**config.mk**
```make
export PLATFORM = sky130hd
export DESIGN_NAME = alu_arbiter
export DESIGN_NICKNAME = d
export VERILOG_FILES = /design/src/rtl/alu_arbiter_pkg.sv /design/src/rtl/alu_rsp_buf.sv /design/src/rtl/alu_arbiter.sv
export SDC_FILE = /design/constraint.sdc
export NUM_CORES = 1
export LEC_CHECK = 0
export ABC_AREA = 1
export BUFFER_PORTS_ARGS = -buffer_cell sky130_fd_sc_hd__buf_4
export CAP_MARGIN = 20
export CORE_AREA = 10 10 112 114
export DETAILED_ROUTE_END_ITERATION = 7
export DIE_AREA = 0 0 122 124
export PLACE_DENSITY_LB_ADDON = 0.3
export SETUP_SLACK_MARGIN = 0.2
export SLEW_MARGIN = 20
export SYNTH_ARGS = -nofsm -noshare
export SYNTH_HDL_FRONTEND = slang
export SYNTH_SLANG_ARGS = --single-unit
```
**constraint.sdc**
```tcl
create_clock -name clk -period 1.3 [get_ports clk]
set_input_delay 0.13 -clock clk [delete_from_list [all_inputs] [get_ports clk]]
set_output_delay 0.13 -clock clk [all_outputs]
set_load 0.01 [all_outputs]
```
**src/rtl/alu_arbiter_pkg.sv**
```systemverilog
// Shared definitions for the two-requester ALU arbiter: datapath width,
// requester count, ALU control encodings and the grant-index type.
package alu_arbiter_pkg;

  localparam int XLEN_DEFAULT  = 32;
  localparam int N_REQ         = 2;

  // ALU control word width and encodings understood by the external ALU.
  localparam int ALU_CTL_WIDTH = 4;

  localparam logic [ALU_CTL_WIDTH-1:0] ALU_ADD = 4'd0;
  localparam logic [ALU_CTL_WIDTH-1:0] ALU_SUB = 4'd1;
  localparam logic [ALU_CTL_WIDTH-1:0] ALU_AND = 4'd2;
  localparam logic [ALU_CTL_WIDTH-1:0] ALU_OR  = 4'd3;
  localparam logic [ALU_CTL_WIDTH-1:0] ALU_XOR = 4'd4;
  localparam logic [ALU_CTL_WIDTH-1:0] ALU_SLL = 4'd5;
  localparam logic [ALU_CTL_WIDTH-1:0] ALU_SRL = 4'd6;
  localparam logic [ALU_CTL_WIDTH-1:0] ALU_SLT = 4'd7;

  // Index of the requester that most recently won arbitration.
  typedef enum logic {
    GRANT_R0 = 1'b0,
    GRANT_R1 = 1'b1
  } req_idx_e;

endpackage

```
**src/rtl/alu_rsp_buf.sv**
```systemverilog
// One-entry response buffer with valid/ready on the output side.
// A load on the same edge as a drain wins: the buffer refills and stays valid.
module alu_rsp_buf
  import alu_arbiter_pkg::*;
#(
  parameter int XLEN = XLEN_DEFAULT
) (
  input  logic            clk,
  input  logic            rst,
  input  logic            load,
  input  logic [XLEN-1:0] load_data,
  input  logic            out_ready,
  output logic            out_valid,
  output logic [XLEN-1:0] out_data
);

  logic            valid_q, valid_d;
  logic [XLEN-1:0] data_q,  data_d;

  // Next-state: load has priority over drain; data holds unless loaded.
  always_comb begin
    valid_d = valid_q;
    data_d  = data_q;
    if (load) begin
      valid_d = 1'b1;
      data_d  = load_data;
    end else if (valid_q && out_ready) begin
      valid_d = 1'b0;
    end
  end

  // Buffer registers; reset discards any held response.
  always_ff @(posedge clk) begin
    if (rst) begin
      valid_q <= 1'b0;
      data_q  <= '0;
    end else begin
      valid_q <= valid_d;
      data_q  <= data_d;
    end
  end

  assign out_valid = valid_q;
  assign out_data  = data_q;

endmodule

```
**src/rtl/alu_arbiter.sv**
```systemverilog
// Shares one external combinational ALU between two requesters.
// Handshake: a request transfers on a cycle where req_valid[n] and
// req_ready[n] are both 1; a response transfers on a cycle where
// rsp_valid[n] and rsp_ready[n] are both 1. req_ready is a function of
// req_valid, rsp_valid and rsp_ready; requesters must not make req_valid or
// their operands depend on req_ready, and must hold a pending op stable.
module alu_arbiter
  import alu_arbiter_pkg::*;
#(
  parameter int XLEN  = XLEN_DEFAULT,
  parameter int CTL_W = ALU_CTL_WIDTH
) (
  input  logic             clk,
  input  logic             rst,
  input  logic [1:0]       req_valid,
  output logic [1:0]       req_ready,
  input  logic [CTL_W-1:0] req_ctl0,
  input  logic [CTL_W-1:0] req_ctl1,
  input  logic [XLEN-1:0]  req_a0,
  input  logic [XLEN-1:0]  req_b0,
  input  logic [XLEN-1:0]  req_a1,
  input  logic [XLEN-1:0]  req_b1,
  output logic [CTL_W-1:0] alu_ctl,
  output logic [XLEN-1:0]  alu_a,
  output logic [XLEN-1:0]  alu_b,
  input  logic [XLEN-1:0]  alu_result,
  output logic [1:0]       rsp_valid,
  input  logic [1:0]       rsp_ready,
  output logic [XLEN-1:0]  rsp_data0,
  output logic [XLEN-1:0]  rsp_data1
);

  req_idx_e   last_grant_q, last_grant_d;
  logic [1:0] eligible;
  logic [1:0] grant;

  // A requester may issue only if its response slot is free or being drained.
  always_comb begin
    eligible = 2'b00;
    if (!rst) begin
      for (int n = 0; n < N_REQ; n++) begin
        eligible[n] = req_valid[n] & (~rsp_valid[n] | rsp_ready[n]);
      end
    end
  end

  // One-hot grant; on a tie the requester that did not win last time goes.
  always_comb begin
    grant = 2'b00;
    case (eligible)
      2'b01:   grant = 2'b01;
      2'b10:   grant = 2'b10;
      2'b11:   grant = (last_grant_q == GRANT_R1) ? 2'b01 : 2'b10;
      default: grant = 2'b00;
    endcase
  end

  // last_grant follows the winner and holds on idle cycles.
  always_comb begin
    last_grant_d = last_grant_q;
    if (grant[0]) begin
      last_grant_d = GRANT_R0;
    end else if (grant[1]) begin
      last_grant_d = GRANT_R1;
    end
  end

  // Arbitration history; resets so requester 0 wins the first tie.
  always_ff @(posedge clk) begin
    if (rst) begin
      last_grant_q <= GRANT_R1;
    end else begin
      last_grant_q <= last_grant_d;
    end
  end

  // ALU operand steering; requester 0 is presented when nobody is granted.
  always_comb begin
    alu_ctl = req_ctl0;
    alu_a   = req_a0;
    alu_b   = req_b0;
    if (grant[1]) begin
      alu_ctl = req_ctl1;
      alu_a   = req_a1;
      alu_b   = req_b1;
    end
  end

  assign req_ready = grant;

  alu_rsp_buf #(.XLEN(XLEN)) u_rsp_buf0 (
    .clk       (clk),
    .rst       (rst),
    .load      (grant[0]),
    .load_data (alu_result),
    .out_ready (rsp_ready[0]),
    .out_valid (rsp_valid[0]),
    .out_data  (rsp_data0)
  );

  alu_rsp_buf #(.XLEN(XLEN)) u_rsp_buf1 (
    .clk       (clk),
    .rst       (rst),
    .load      (grant[1]),
    .load_data (alu_result),
    .out_ready (rsp_ready[1]),
    .out_valid (rsp_valid[1]),
    .out_data  (rsp_data1)
  );

endmodule

```
; Word level (Yosys, flattened, before mapping)
; Index checks and enable logic that the tools add are counted.
[word_totals]
ff_bits = 67
in_bits = 174
out_inout_bits = 136
[op_classes]
n_eq_ne = 3
mux = 12
bitwise_logic = 6
n_reduce_logical = 5
[ops]
columns = cell, n
row1 = 32-bit 2-to-1 mux, 2
row2 = 1-bit 2-to-1 mux, 6
row3 = 2-bit case mux with 3 select lines, 1
row4 = 2-bit nonzero test, 3
row5 = "2-bit == test, second input constant", 2
row6 = 2-bit 2-to-1 mux, 2
row7 = 4-bit 2-to-1 mux, 1
row8 = 1-bit AND, 2
row9 = "2-bit by 1-bit == test with 1-bit output, second input constant", 1
row10 = 1-bit logical AND, 2
row11 = 1-bit NOT, 2
row12 = 1-bit OR, 2

; Logic depth before layout (Yosys ltp)
[logic_depth]
depth_word = 8
ltp_mapped = 10

; Hierarchy
; Synthesis repeated with hierarchy kept, for this count alone.
[unflattened]
hier_cells = 529
area_unflattened_um2 = 3377.0
[by_module_without_submodules]
columns = mod, n_inst, cells_per_inst, area_per_inst_um2, seq_area_each_um2
row1 = alu_rsp_buf, 2, 143, 1152.4, 660.6
row2 = alu_arbiter, 1, 243, 1072.3, 20.0

; Worst setup path after synthesis
; Ideal clock, no wire load.
[synth_timing]
path_kind = reg2out
startpoint = reg u_rsp_buf1.valid_q, in the netlist u_rsp_buf1.out_valid
endpoint = out alu_a[15]
arrival_time_ps = 1073
t_required_ps = 1170
slack_ps = 97
stages_incl_launch_ff = 9
path_cell_list = dfxtp_1 -> nand2_1 -> nand2_1 -> nor2_2 -> nand2_2 -> buf_4 -> buf_2 -> nand2_1 -> nand2_1
[synth_via]
elab_chain_len = 7
elab_cells_between_ends = 9
classes_between = 3 x eq/ne / 3 x mux / 3 x bitwise
[synth_lines]
columns = element, line
row1 = start: declaration, alu_rsp_buf.sv:17  ; logic valid_q, valid_d;
row2 = start signal: assignment, alu_rsp_buf.sv:38  ; valid_q <= valid_d;
row3 = 1-bit NOT (*), alu_arbiter.sv:42  ; eligible[n] = req_valid[n] & (~rsp_valid[n] | rsp_ready[n]);
row4 = 1-bit OR (*), alu_arbiter.sv:42
row5 = 1-bit AND (*), alu_arbiter.sv:42
row6 = 2-bit 2-to-1 mux (*), alu_arbiter.sv:40  ; if (!rst) begin
row7 = 2-bit == test or 2-bit by 1-bit == test with 1-bit output (tied branches), alu_arbiter.sv:50  ; case (eligible)
row8 = 2-bit case mux with 3 select lines (*), alu_arbiter.sv:50
row9 = 32-bit 2-to-1 mux (*), alu_arbiter.sv:82  ; if (grant[1]) begin
row10 = end: declaration, alu_arbiter.sv:24  ; output logic [XLEN-1:0] alu_a,
; Every way passes the cells marked *; elsewhere a longest branch is shown, timed or not.

; Worst setup path in the final report
[layout_timing]
startpoint = reg u_rsp_buf1.valid_q, in the netlist u_rsp_buf1.out_valid
endpoint = out alu_a[26]
; Same word-level chain as after synthesis.

==> results.sh <==
export IMPL_clock_tree_htree_level_count=3
export IMPL_worst_path_max_fanout=14
export IMPL_pwr_share_seq_pct=31.9
export IMPL_floorplan_initialDensity_pct=33.5
export IMPL_synth_area_um2=3430
export IMPL_grt_setup_unrepaired="true"
export IMPL_grt_overflow_total=0
export IMPL_dr_pass1_iters=5
export IMPL_switchingPower_mw=2.11
export IMPL_residual_drc=0
export IMPL_drt_met1_wl_um=7240
export IMPL_dieWidth_um=122
export IMPL_clock_network_latency_to_the_later_pin_of_the_worst_skew_pair_ns=0.34
export IMPL_post_drt_wl_per_cell_um=18.7
export IMPL_multiInputGateArea_um2=2250
export IMPL_area_growth_pct=129
export IMPL_via_count_of_the_first_global_routing_pass=4853
export IMPL_detail_route_iter0_violations=335
export IMPL_cts_inserted_buffers=9
export IMPL_met3_wirelength_um=2030
export IMPL_pwr_share_clk_pct=31.7
export IMPL_fin_crit_ns=1.75
export IMPL_yosys_cell_count_top_type="sky130_fd_sc_hd__nand2_1"
export IMPL_highest_layer="met4"
export IMPL_yosysSeqAreaShare_pct=39.1
export IMPL_synth_top_cells_by_count="sky130_fd_sc_hd__nand2_1, sky130_fd_sc_hd__dfxtp_1, sky130_fd_sc_hd__nor2_1"
export IMPL_num_rows=37
export IMPL_clkSinkCount=67
export IMPL_coreArea_um2=10200
export IMPL_max_slew_margin_pct=74.5
export IMPL_cp_slowest_cell="sky130_fd_sc_hd__dfxtp_2"
export IMPL_first_pass_grt_wire_length_um=28300
export IMPL_synth_edf_count=0
export IMPL_synth_cell_type_count=15
export IMPL_synth_instances=584
export IMPL_synthesis_yosys_warnings=0
export IMPL_totalWireLength_um=20300
export IMPL_skew_final_ns=0.00970
export IMPL_finalHoldViolCount=0
export IMPL_period_share_pct=135
export IMPL_synth_top_cell_area_share_pct=39.1
export IMPL_required_ns=1.17
export IMPL_met2_wirelength_um=10500
export IMPL_gp_congestion=0.931
export IMPL_worstPathCellList="nand2_2 > nand2_2 > nor2_4 > nand2_4 > inv_8 > buf_12 > nand2_1 > nand2_1 > buf_6"
export IMPL_clock_tree_buffer_depth=2
export IMPL_port_buffers=309
export IMPL_floorplan_die_area_um2=15100
export IMPL_total_power_mw=7.27
export IMPL_dr_total_vias=5087
export IMPL_tritoncts="yes"
export IMPL_critical_path_capture_point_type="output port"
export IMPL_failed_checks="setup timing"
export IMPL_antenna_found_initial=1
export IMPL_finalSetupViolCount=134
export IMPL_internal_power_mw=5.16
export IMPL_max_cap_violations=0
export IMPL_drive_gt1_share_pct=56.4
export IMPL_fillerInstances=720
export IMPL_yosys_register_bits=67
export IMPL_p_comb_share_pct=36.4
export IMPL_postSynthAreaPerCell_um2=5.87
export IMPL_power_switching_fraction_pct=29.0
export IMPL_finalMaxSlewViolations=0
export IMPL_detail_route_antenna_nets=0
export IMPL_clock_tree_root_cell="sky130_fd_sc_hd__clkbuf_8"
export IMPL_synth_area_top_cells="sky130_fd_sc_hd__dfxtp_1, sky130_fd_sc_hd__nand2_1, sky130_fd_sc_hd__nor2_1, sky130_fd_sc_hd__nand3_1, sky130_fd_sc_hd__inv_1"
export IMPL_tightest_slew_ns=0.383
export IMPL_ys_dominant_reg_cell="sky130_fd_sc_hd__dfxtp_1"
export IMPL_setup_slack_ns=-0.453
export IMPL_worstPathArrival_ns=1.62
export IMPL_gr_usage_all_layers_pct=24.2
export IMPL_cellPowerDensity_nw_per_um2=925
export IMPL_r2r_setup_slack_ns=-0.39
export IMPL_top_cell_type_by_total_area_after_synthesis="sky130_fd_sc_hd__dfxtp_1"
export IMPL_power_ir_vdd_worst_v=0.00104
export IMPL_cts_reportedPaths_clkPinSlew_ns=0.07
export IMPL_area_sequential_um2=1350
export IMPL_finish_utilization_pct=76.8
export IMPL_leak_nw=4.26
export IMPL_cp_num_buf_inv=3
export IMPL_critPathMaxStageDelay_ns=0.33
export IMPL_mappedNetlistNets=758
export IMPL_holdWs_ns=0.00623
export IMPL_synth_async_sr_flop_share_pct=0
export IMPL_hold_path_class="input port to register"
export IMPL_grt_start_max_net_pins=66
export IMPL_dp_hpwl_um=13900
export IMPL_startpoint_type="register"
export IMPL_die_ht_um=124
export IMPL_nNetsFinal=1119
export IMPL_outcome="finished, violations left"
export IMPL_max_clock_freq_mhz=570
export IMPL_ioPinCount=310
export IMPL_worst_path_dominant_cell_family="simple AND/OR/NAND/NOR gates"
export IMPL_crit_type="register to output port"
export IMPL_drt_vias_per_instance=4.68
power groups by stage:
stage	registers [mW]	clock network [mW]	logic, mW
CTS	2.31	2.31	2.53
detailed placement	2.34	0	1.99
global route	2.34	2.39	2.83
floorplan	2.41	0	0.735
global placement	2.33	0	1.97
finish	2.32	2.30	2.64
worst paths after layout:
path                                        startpoint                              endpoint  cells past startpoint
setup / recovery     u_rsp_buf1.out_valid$_SDFFE_PP0P_                             alu_a[26]                      9
hold / removal                           alu_result[3]   u_rsp_buf0.out_data[3]$_SDFFE_PP0P_                      3
setup reg to reg     u_rsp_buf1.out_valid$_SDFFE_PP0P_   u_rsp_buf1.out_data[0]$_SDFFE_PP0P_                     10
hold reg to reg   u_rsp_buf0.out_data[25]$_SDFFE_PP0P_  u_rsp_buf0.out_data[25]$_SDFFE_PP0P_                      2
flip-flops by register name (all words and copies together) (netlist names):
name and flops:
last_grant_q 1, u_rsp_buf0.out_valid 1, u_rsp_buf0.out_data 32, u_rsp_buf1.out_data 32, u_rsp_buf1.out_valid 1
metrics by stage:
stage / TNS (ns) / instances / setup WS [ns] / area, µm²
finish: -42.02 / 1088 / -0.453 / 7860
floorplan: 0 / 584 / 0.121 / 3550
CTS: -36.75 / 1084 / -0.417 / 7610
global route: -51.59 / 1087 / -0.504 / 7860
global placement: -1.12 / 1013 / -0.0788 / 6050
detailed placement: -1.82 / 1013 / -0.0824 / 6050
placed cells by master, fill, tap and decap left out, drive strengths merged:
cell type    count
diode            2
inv             38
nor2            66
dlygate4sd3     29
nand2          339
dfxtp           67
nand3           34
buf            356
o21ai            2
clkbuf          10
clkinvlp         1
bufbuf           3
nand3b           1
bufinv           4
final cells by class:
type                    count  area share (%)
inverters                  37            1.89
clock buffers              10            1.62
repair buffers            388            46.7
diodes                      2          0.0637
flip-flops and latches     67            17.1
well taps                 136            2.17
clock inverters             6            1.74
multi-input cells         442            28.7
worst reg2reg max path: stages (launching register included):
cell	delay, ns
sky130_fd_sc_hd__dfxtp_2	0.33
sky130_fd_sc_hd__nand2_2	0.08
sky130_fd_sc_hd__nand2_2	0.08
sky130_fd_sc_hd__nor2_4	0.11
sky130_fd_sc_hd__nand2_4	0.10
sky130_fd_sc_hd__bufbuf_16	0.28
sky130_fd_sc_hd__buf_12	0.14
sky130_fd_sc_hd__bufbuf_16	0.28
sky130_fd_sc_hd__nand2_1	0.07
sky130_fd_sc_hd__nand2_1	0.07
sky130_fd_sc_hd__nor2_1	0.10
routing by layer:
metal / global-route usage, % / up-vias
met2: 43.5 / 253
met4: 7.82 / 0
met5: 0 / -
met1: 26.1 / 2329
met3: 8.37 / 44
li1: - / 2461
what timing repair did:
action / 4_1_cts / 5_1_grt
setup buffers: 13 / 2
hold endpoints to repair: 29 / 0
hold buffers: 29 / 0
pin swaps: 15 / 19
endpoints found under the setup margin: 135 / 136
gates resized for setup: 159 / 65
gates cloned: 13 / 0
kinds of logic (layout without fill, tap and decap cells):
family / count (synthesis) / in the layout / share of synthesized area, %
and+or+nand+nor: 440 / 440 / 49.7
other: 0 / 2 / 0
AOI/OAI and AO/OA: 2 / 2 / 0.292
DFF: 67 / 67 / 39.1
buffers and inverters: 75 / 441 / 10.9
(Power assumes the default switching activity.)
